--- src/rtl/pong_pkg.sv ---
// Shared Pong constants: screen geometry, sprite sizes, reset positions and colours.
// Used by the renderer and by the game logic.
package pong_pkg;

  localparam int unsigned COORD_W = 10;

  localparam int unsigned H_VIDEO    = 640;
  localparam int unsigned V_VIDEO    = 480;
  localparam int unsigned SQ_WIDTH   = 16;
  localparam int unsigned PDL_WIDTH  = 12;
  localparam int unsigned PDL_HEIGHT = 96;

  localparam logic [11:0] FG_RGB    = 12'hFFF;
  localparam logic [11:0] BG_RGB    = 12'h000;
  localparam logic [11:0] BLANK_RGB = 12'h000;

  typedef struct packed {
    logic [COORD_W-1:0] x;
    logic [COORD_W-1:0] y;
  } pos_t;

  localparam pos_t SQ_RST   = '{x: 10'd320, y: 10'd240};
  localparam pos_t PDL1_RST = '{x: 10'd24,  y: 10'd191};
  localparam pos_t PDL2_RST = '{x: 10'd603, y: 10'd191};

  typedef struct packed {
    logic sq;
    logic p1;
    logic p2;
    logic net;
  } hit_t;

  typedef enum logic [1:0] {
    SrcBg,
    SrcSq,
    SrcPdl,
    SrcNet
  } src_e;

  // Every sprite shares one colour; only the background differs.
  function automatic logic [11:0] src_color(src_e src, logic [11:0] fg, logic [11:0] bg);
    return (src == SrcBg) ? bg : fg;
  endfunction

endpackage

--- src/rtl/pong_rect_hit.sv ---
// Combinational test of whether the current pixel lies inside a W x H rectangle.
// End coordinates are formed in 11 bits so sprites near the right/bottom edge never wrap.
module pong_rect_hit
  import pong_pkg::*;
#(
  parameter int unsigned W = SQ_WIDTH,
  parameter int unsigned H = SQ_WIDTH
) (
  input  logic [9:0] h_count,
  input  logic [9:0] v_count,
  input  logic [9:0] x,
  input  logic [9:0] y,
  output logic       hit
);

  logic [10:0] x_end;
  logic [10:0] y_end;
  logic        h_in;
  logic        v_in;

  always_comb begin
    x_end = {1'b0, x} + 11'(W);
    y_end = {1'b0, y} + 11'(H);
    h_in  = (h_count >= x) && ({1'b0, h_count} < x_end);
    v_in  = (v_count >= y) && ({1'b0, v_count} < y_end);
    hit   = h_in && v_in;
  end

endmodule

--- src/rtl/pong_renderer.sv ---
// Pong pixel renderer: tear-free position shadows, 2-stage hit/colour pipeline.
// Optional dashed centre net is enabled by defining PONG_CENTER_NET_EN.
module pong_renderer
  import pong_pkg::*;
#(
  parameter int unsigned H_VIDEO    = pong_pkg::H_VIDEO,
  parameter int unsigned V_VIDEO    = pong_pkg::V_VIDEO,
  parameter int unsigned SQ_WIDTH   = pong_pkg::SQ_WIDTH,
  parameter int unsigned PDL_WIDTH  = pong_pkg::PDL_WIDTH,
  parameter int unsigned PDL_HEIGHT = pong_pkg::PDL_HEIGHT,
  parameter logic [11:0] FG_RGB     = pong_pkg::FG_RGB,
  parameter logic [11:0] BG_RGB     = pong_pkg::BG_RGB
) (
  input  logic        clk_0,
  input  logic        rst,
  input  logic [9:0]  h_count,
  input  logic [9:0]  v_count,
  input  logic        video_on,
  input  logic [9:0]  sq_xpos,
  input  logic [9:0]  sq_ypos,
  input  logic [9:0]  pdl1_xpos,
  input  logic [9:0]  pdl1_ypos,
  input  logic [9:0]  pdl2_xpos,
  input  logic [9:0]  pdl2_ypos,
  output logic [11:0] rgb,
  output logic        de_out
);

  // Shadow positions, only updated on the first pixel of the first blanking line.
  pos_t sq_q,   sq_d;
  pos_t pdl1_q, pdl1_d;
  pos_t pdl2_q, pdl2_d;
  logic latch;

  assign latch = (h_count == 10'd0) && (v_count == 10'(V_VIDEO));

  always_comb begin
    sq_d   = sq_q;
    pdl1_d = pdl1_q;
    pdl2_d = pdl2_q;
    if (latch) begin
      sq_d   = '{x: sq_xpos,   y: sq_ypos};
      pdl1_d = '{x: pdl1_xpos, y: pdl1_ypos};
      pdl2_d = '{x: pdl2_xpos, y: pdl2_ypos};
    end
  end

  always_ff @(posedge clk_0 or negedge rst) begin
    if (!rst) begin
      sq_q   <= SQ_RST;
      pdl1_q <= PDL1_RST;
      pdl2_q <= PDL2_RST;
    end else begin
      sq_q   <= sq_d;
      pdl1_q <= pdl1_d;
      pdl2_q <= pdl2_d;
    end
  end

  hit_t hit_d, hit_q;
  logic video_on_q;

  pong_rect_hit #(
    .W (SQ_WIDTH),
    .H (SQ_WIDTH)
  ) u_sq_hit (
    .h_count (h_count),
    .v_count (v_count),
    .x       (sq_q.x),
    .y       (sq_q.y),
    .hit     (hit_d.sq)
  );

  pong_rect_hit #(
    .W (PDL_WIDTH),
    .H (PDL_HEIGHT)
  ) u_pdl1_hit (
    .h_count (h_count),
    .v_count (v_count),
    .x       (pdl1_q.x),
    .y       (pdl1_q.y),
    .hit     (hit_d.p1)
  );

  pong_rect_hit #(
    .W (PDL_WIDTH),
    .H (PDL_HEIGHT)
  ) u_pdl2_hit (
    .h_count (h_count),
    .v_count (v_count),
    .x       (pdl2_q.x),
    .y       (pdl2_q.y),
    .hit     (hit_d.p2)
  );

`ifdef PONG_CENTER_NET_EN
  // Two-pixel-wide net straddling the centre, dashed in 16-line segments.
  localparam logic [9:0] NET_L = 10'(H_VIDEO / 2 - 1);
  localparam logic [9:0] NET_R = 10'(H_VIDEO / 2);

  assign hit_d.net = ((h_count == NET_L) || (h_count == NET_R)) && !v_count[4];
`else
  assign hit_d.net = 1'b0;
`endif

  // Stage 1: hit flags and video_on.
  always_ff @(posedge clk_0 or negedge rst) begin
    if (!rst) begin
      hit_q      <= '0;
      video_on_q <= 1'b0;
    end else begin
      hit_q      <= hit_d;
      video_on_q <= video_on;
    end
  end

  // Stage 2: priority select and blanking.
  src_e        src;
  logic [11:0] rgb_d, rgb_q;
  logic        de_q;

  always_comb begin
    src = SrcBg;
    if (hit_q.sq) begin
      src = SrcSq;
    end else if (hit_q.p1 || hit_q.p2) begin
      src = SrcPdl;
    end else if (hit_q.net) begin
      src = SrcNet;
    end
    rgb_d = video_on_q ? src_color(src, FG_RGB, BG_RGB) : BLANK_RGB;
  end

  always_ff @(posedge clk_0 or negedge rst) begin
    if (!rst) begin
      rgb_q <= 12'h000;
      de_q  <= 1'b0;
    end else begin
      rgb_q <= rgb_d;
      de_q  <= video_on_q;
    end
  end

  assign rgb    = rgb_q;
  assign de_out = de_q;

endmodule

--- config.mk ---
export PLATFORM = sky130hd
export DESIGN_NAME = pong_renderer
export DESIGN_NICKNAME = d
export VERILOG_FILES = /design/src/rtl/pong_pkg.sv /design/src/rtl/pong_rect_hit.sv /design/src/rtl/pong_renderer.sv
export SDC_FILE = /design/constraint.sdc
export NUM_CORES = 1
export LEC_CHECK = 0
export BUFFER_PORTS_ARGS = -buffer_cell sky130_fd_sc_hd__buf_2
export CORE_MARGIN = 1.5
export CORE_UTILIZATION = 55
export DETAILED_ROUTE_END_ITERATION = 8
export HOLD_SLACK_MARGIN = 0.05
export PLACE_DENSITY_LB_ADDON = 0.3
export SLEW_MARGIN = 10
export SYNTH_ARGS = -nofsm -noshare
export SYNTH_HDL_FRONTEND = slang
export SYNTH_SLANG_ARGS = --single-unit
--- constraint.sdc ---
create_clock -name clk_0 -period 3.65 [get_ports clk_0]
set_input_delay 0.365 -clock clk_0 [delete_from_list [all_inputs] [get_ports clk_0]]
set_output_delay 0.365 -clock clk_0 [all_outputs]
set_load 0.05 [all_outputs]
* Yosys cells after proc, flatten, opt, wreduce, memory -nomap -nowiden *
Index checks and enable logic that the tools add are counted.

storage, ports and cells
  output and inout port bits = 13
  input bits = 83
  register bits = 77
  word-level logic and storage cells = 48

operators by class
  order comparisons = 12
  $add $sub $neg = 6
  reduce and logical (&&, ||, !) cells = 13
  equality and inequality tests = 1
  multiplexer cells = 4

operators by type and width
  cell                                                              number
  10-bit by 11-bit < comparator with 1-bit output                   6
  10-bit >= comparator                                              6
  12-bit 2-to-1 mux                                                 2
  10-bit by 4-bit adder with 11-bit output, second input constant   2
  10-bit by 5-bit adder with 11-bit output, second input constant   2
  10-bit by 7-bit adder with 11-bit output, second input constant   2
  10-bit by 9-bit == test with 1-bit output, second input constant  1
  1-bit logical AND                                                 10
  10-bit zero test                                                  1
  2-bit 2-to-1 mux                                                  2
  2-bit zero test                                                   1
  1-bit logical OR                                                  1

* Depth between registers and ports, before layout *
  word-level depth = 6
  depth in mapped cells = 10
  mapped depth without buffers = 10

* Cells and area by module *
Synthesis repeated with hierarchy kept, for this count alone.

second synthesis, totals
  cells, all modules = 526
  area, all modules = 5477.8 sq um

modules (own cells, without submodules)
  module                       cells each  seq. area each (sq um)  times used  area an instance (sq um)
  pong_renderer                152         1686.6                  1           2581.2
  pong_rect_hit at u_pdl2_hit  126         0.0                     1           988.4
  pong_rect_hit at u_pdl1_hit  122         0.0                     1           969.7
  pong_rect_hit at u_sq_hit    126         0.0                     1           938.4

* Worst setup path before layout *
No wires, ideal clock.

  kind = register to register
  from = reg pdl2_q[13] in the netlist's numbering
  to = reg hit_q[1] in the netlist's numbering
  stages on the path, launching flop included = 11
  data arrival time = 2097 ps
  path buffers = 0
  slack = 1466 ps
  period minus slack after synthesis = 2184 ps
  setup time = 87 ps
  required time = 3563 ps
  path through = dfstp_2 -> inv_1 -> ha_1 -> nor3_1 -> nand3_1 -> xnor2_1 -> ha_1 -> a21o_1 -> a21oi_1 -> a2bb2oi_1 -> a211oi_2

between the ends
  longest elaborated chain between the ends = 4
  elaborated cells between the ends (all ways) = 5
  classes of those cells = 1 x add/sub; 2 x order compare; 2 x reduce/logical

RTL lines
  item                                             RTL line              text
  from (decl)                                      pong_renderer.sv:32   pos_t pdl2_q, pdl2_d;
  from (signal assigned)                           pong_renderer.sv:56   pdl2_q <= pdl2_d;
  10-bit by 4-bit adder with 11-bit output         pong_rect_hit.sv:22   x_end = {1'b0, x} + 11'(W);
  10-bit by 11-bit < comparator with 1-bit output  pong_rect_hit.sv:24   h_in = (h_count >= x) && ({1'b0, h_count} < x_end);
  1-bit logical AND (*)                            pong_rect_hit.sv:24
  1-bit logical AND (*)                            pong_rect_hit.sv:26   hit = h_in && v_in;
  via u_pdl2_hit.hit                               pong_rect_hit.sv:13   output logic hit
  to (signal assigned)                             pong_renderer.sv:112  hit_q <= hit_d;
  to (decl)                                        pong_renderer.sv:60   hit_t hit_d, hit_q;

Mark *: on every way through the listed nets, which the timed path passes. The rest lies on a longest branch.
A chain may end at the register's enable or synchronous reset.

* Final worst setup path *
Same ends and word-level chain as after synthesis.

==> flow_metrics.env <==
export IMPL_cts_root_buf="clkbuf_8"
export IMPL_required_ns=3.92
export IMPL_hold_buffers=0
export IMPL_hold_ws_ns=0.1111
export IMPL_hold_path_class="input pin to async pin"
export IMPL_yosysTopAreaCell="ha_1"
export IMPL_ios=96
export IMPL_period_share_pct=67.48
export IMPL_wl_mm=12.70
export IMPL_ys_seq_elements=66
export IMPL_critPathMaxFanout=3
export IMPL_clock_latency_ns=0.36
export IMPL_ctsResizeCount=0
export IMPL_antenna_left=0
export IMPL_place_port_buffers=95
export IMPL_ys_types=51
export IMPL_die_h_um=101.9
export IMPL_tns_ns=0
export IMPL_critPathLaunchType="register"
export IMPL_syn_nets=764
export IMPL_globalplace_congestion=0.8902
export IMPL_grt_pass1_wl_mm=21.11
export IMPL_crit_arrival_ns=2.73
export IMPL_syn_inst=577
export IMPL_yosys_area_share_simple_pct=12.19
export IMPL_placed_area_um2=5878
export IMPL_grt_max_degree=58
export IMPL_skew_ns=0.01111
export IMPL_powerDensity_nw_per_um2=278.4
export IMPL_die_w_um=101.9
export IMPL_synth_ff_type="dfrtp_1"
export IMPL_power_leakage_nw=3.331
export IMPL_ys_seq_area_share_pct=31.36
export IMPL_dp_cells=782
export IMPL_design_area_um2=6131
export IMPL_yosysMostFrequentCell="ha_1"
export IMPL_syn_avg_cell_area_um2=9.322
export IMPL_synth_edf_count=0
export IMPL_wl_per_cell_um=15.92
export IMPL_viasPerCell=5.585
export IMPL_synth_compound_area_share_pct=19.00
export IMPL_synth_area_mux_share_pct=1.256
export IMPL_yosys_warnings=0
export IMPL_cap_viol_max_count=0
export IMPL_setup_violations_final=0
export IMPL_clk_pin_slew_ns=0.08
export IMPL_drt_first_pass_iters=4
export IMPL_initial_utilization_pct=57.40
export IMPL_post_cts_buffers=0
export IMPL_slew_violations=0
export IMPL_netlist_area_um2=5379
export IMPL_synth_top_cell_area_share_pct=24.19
export IMPL_tritoncts="done"
export IMPL_rows=35
export IMPL_diodes=0
export IMPL_area_delta_synth_final_pct=13.98
export IMPL_first_global_vias=4632
export IMPL_synth_fa_ha_area_share_pct=24.19
export IMPL_synth_top_family_by_area="adder cells"
export IMPL_vias=4457
export IMPL_layout_min_cycle_time_ns=2.463
export IMPL_layout_nets=851
export IMPL_clock_fmax_ghz=0.4060
export IMPL_detail_route_iter0_violations=163
export IMPL_cts_max_level=3
export IMPL_status="finished, final reports clean"
export IMPL_cts_sinks=66
export IMPL_irDropWorstVdd_mv=0.2403
export IMPL_synthTopCellsByArea="ha_1, dfrtp_1, dfstp_2, nand2_1, inv_1"
export IMPL_gr_usage_all_layers_pct=26.48
export IMPL_path_class="register to register"
export IMPL_drc=0
export IMPL_grt_antenna_before_repair=0
export IMPL_synth_xor_area_share_pct=4.234
export IMPL_cts_buffer_depth=2
export IMPL_cts_buffers=9
export IMPL_dieArea_um2=10380
export IMPL_fillers=775
export IMPL_rsz0062_at_grt="false"
export IMPL_core_um2=9371
export IMPL_timing_slew_headroom_pct=43.42
export IMPL_cp_end_kind="register"
export IMPL_synth_common_cells="ha_1, nand2_1, inv_1, dfrtp_1"
export IMPL_instances_no_fill=798
export IMPL_async_reset_ff_share_pct=100.0
export IMPL_hpwlAfterDp_mm=9.691
export IMPL_drive_gt1_share_pct=26.01
export IMPL_hold_viol_final=0
export IMPL_tightestPinTransition_ns=0.8487
export IMPL_grt_overflow=0
worst paths after layout:
| kind | from | end | cells after the start | slack [ns] |
|---|---|---|---|---|
| setup / recovery | pdl2_q[13]$_DFFE_PN1P_ | hit_q[1]$_DFF_PN0_ | 10 | 1.19 |
| hold / removal | rst | hit_q[2]$_DFF_PN0_ | 1 | 0.11 |
| setup reg to reg | pdl2_q[13]$_DFFE_PN1P_ | hit_q[1]$_DFF_PN0_ | 10 | 1.19 |
| hold reg to reg | video_on_q$_DFF_PN0_ | de_out$_DFF_PN0_ | 0 | 0.41 |
| max in group asynchronous | rst | sq_q[6]$_DFFE_PN1P_ | 2 | 2.58 |
| min in group clk_0 | video_on | video_on_q$_DFF_PN0_ | 1 | 0.12 |
cells by family (layout without fill, tap and decap cells):
logic type / after synthesis / after routing
AOI/OAI and AO/OA: 156 / 156
xor gates and xnor gates: 26 / 26
adders and majority gates: 104 / 104
buffers and inverters: 83 / 175
DFF: 66 / 66
muxes: 6 / 6
and+or+nand+nor: 136 / 136
where the power goes:
part           internal, W  total, W  leakage, nW  switching (W)
clock network     0.000492  0.000788        0.123       0.000296
registers         0.000734  0.000734        0.669    0.000000537
logic            0.0000790  0.000185         2.54       0.000106
total              0.00130   0.00171         3.33       0.000402
metrics by stage:
stage / power [W] / util [%] / setup slack [ns]
detailed placement: 0.0009291 / 62.72 / 1.264
global route: 0.001771 / 65.42 / 1.033
CTS: 0.001719 / 65.42 / 1.232
finish: 0.001707 / 65.42 / 1.187
global placement: 0.0009203 / 62.72 / 1.342
floorplan: 0.0008223 / - / 1.466
layout make-up:
| class | count | area, µm² | share of cell area [%] |
|---|---|---|---|
| Tap cell | 129 | 161.4 | 2.633 |
| Timing Repair Buffer | 99 | 530.5 | 8.653 |
| Sequential cell | 66 | 1687 | 27.51 |
| Clock buffer | 12 | 155.1 | 2.531 |
| Inverter | 60 | 225.2 | 3.673 |
| Multi-Input combinational cell | 428 | 3274 | 53.41 |
| Clock inverter | 4 | 97.59 | 1.592 |
cells in the final DEF (no fill, tap or decap), types with 3 or more instances in the layout:
cell,n
a21o_1,25
o21ai_1,28
bufinv_16,3
o2111ai_1,3
o21ai_0,24
a221oi_1,3
nor2_1,12
dfrtp_1,38
xnor2_1,22
nand4_1,7
nor2b_1,4
clkbuf_8,11
o211ai_1,3
mux2_1,4
inv_1,60
a211oi_1,6
nor3_1,10
xor2_1,4
nand3_1,13
ha_1,104
a31oi_1,5
dfstp_2,28
nor4_1,3
nand2_2,10
o21ai_2,17
nand2b_1,9
o31ai_1,3
nand2_1,62
buf_2,95
a21oi_1,25
flip-flops by register name, summed over array words and instances (netlist names):
register    count
pdl1_q         20
pdl2_q         20
sq_q           20
hit_q           3
de_out          1
rgb             1
video_on_q      1
critical path, stage by stage, from the launching register on:
cell,delay [ns]
dfstp_2,0.55
inv_1,0.07
ha_1,0.20
nor3_1,0.26
nand3_1,0.19
xnor2_1,0.16
ha_1,0.29
a21o_1,0.18
a21oi_1,0.17
a2bb2oi_1,0.11
a211oi_2,0.20
metal layers:
metal / part of all wire (%) / GRT usage [%]
met4: 2.7 / 10.96
met3: 4.8 / 4.925
met2: 51 / 48.46
met1: 42 / 30.33
met5: 0 / 0
Note: power is estimated with default switching activity, not from simulation.
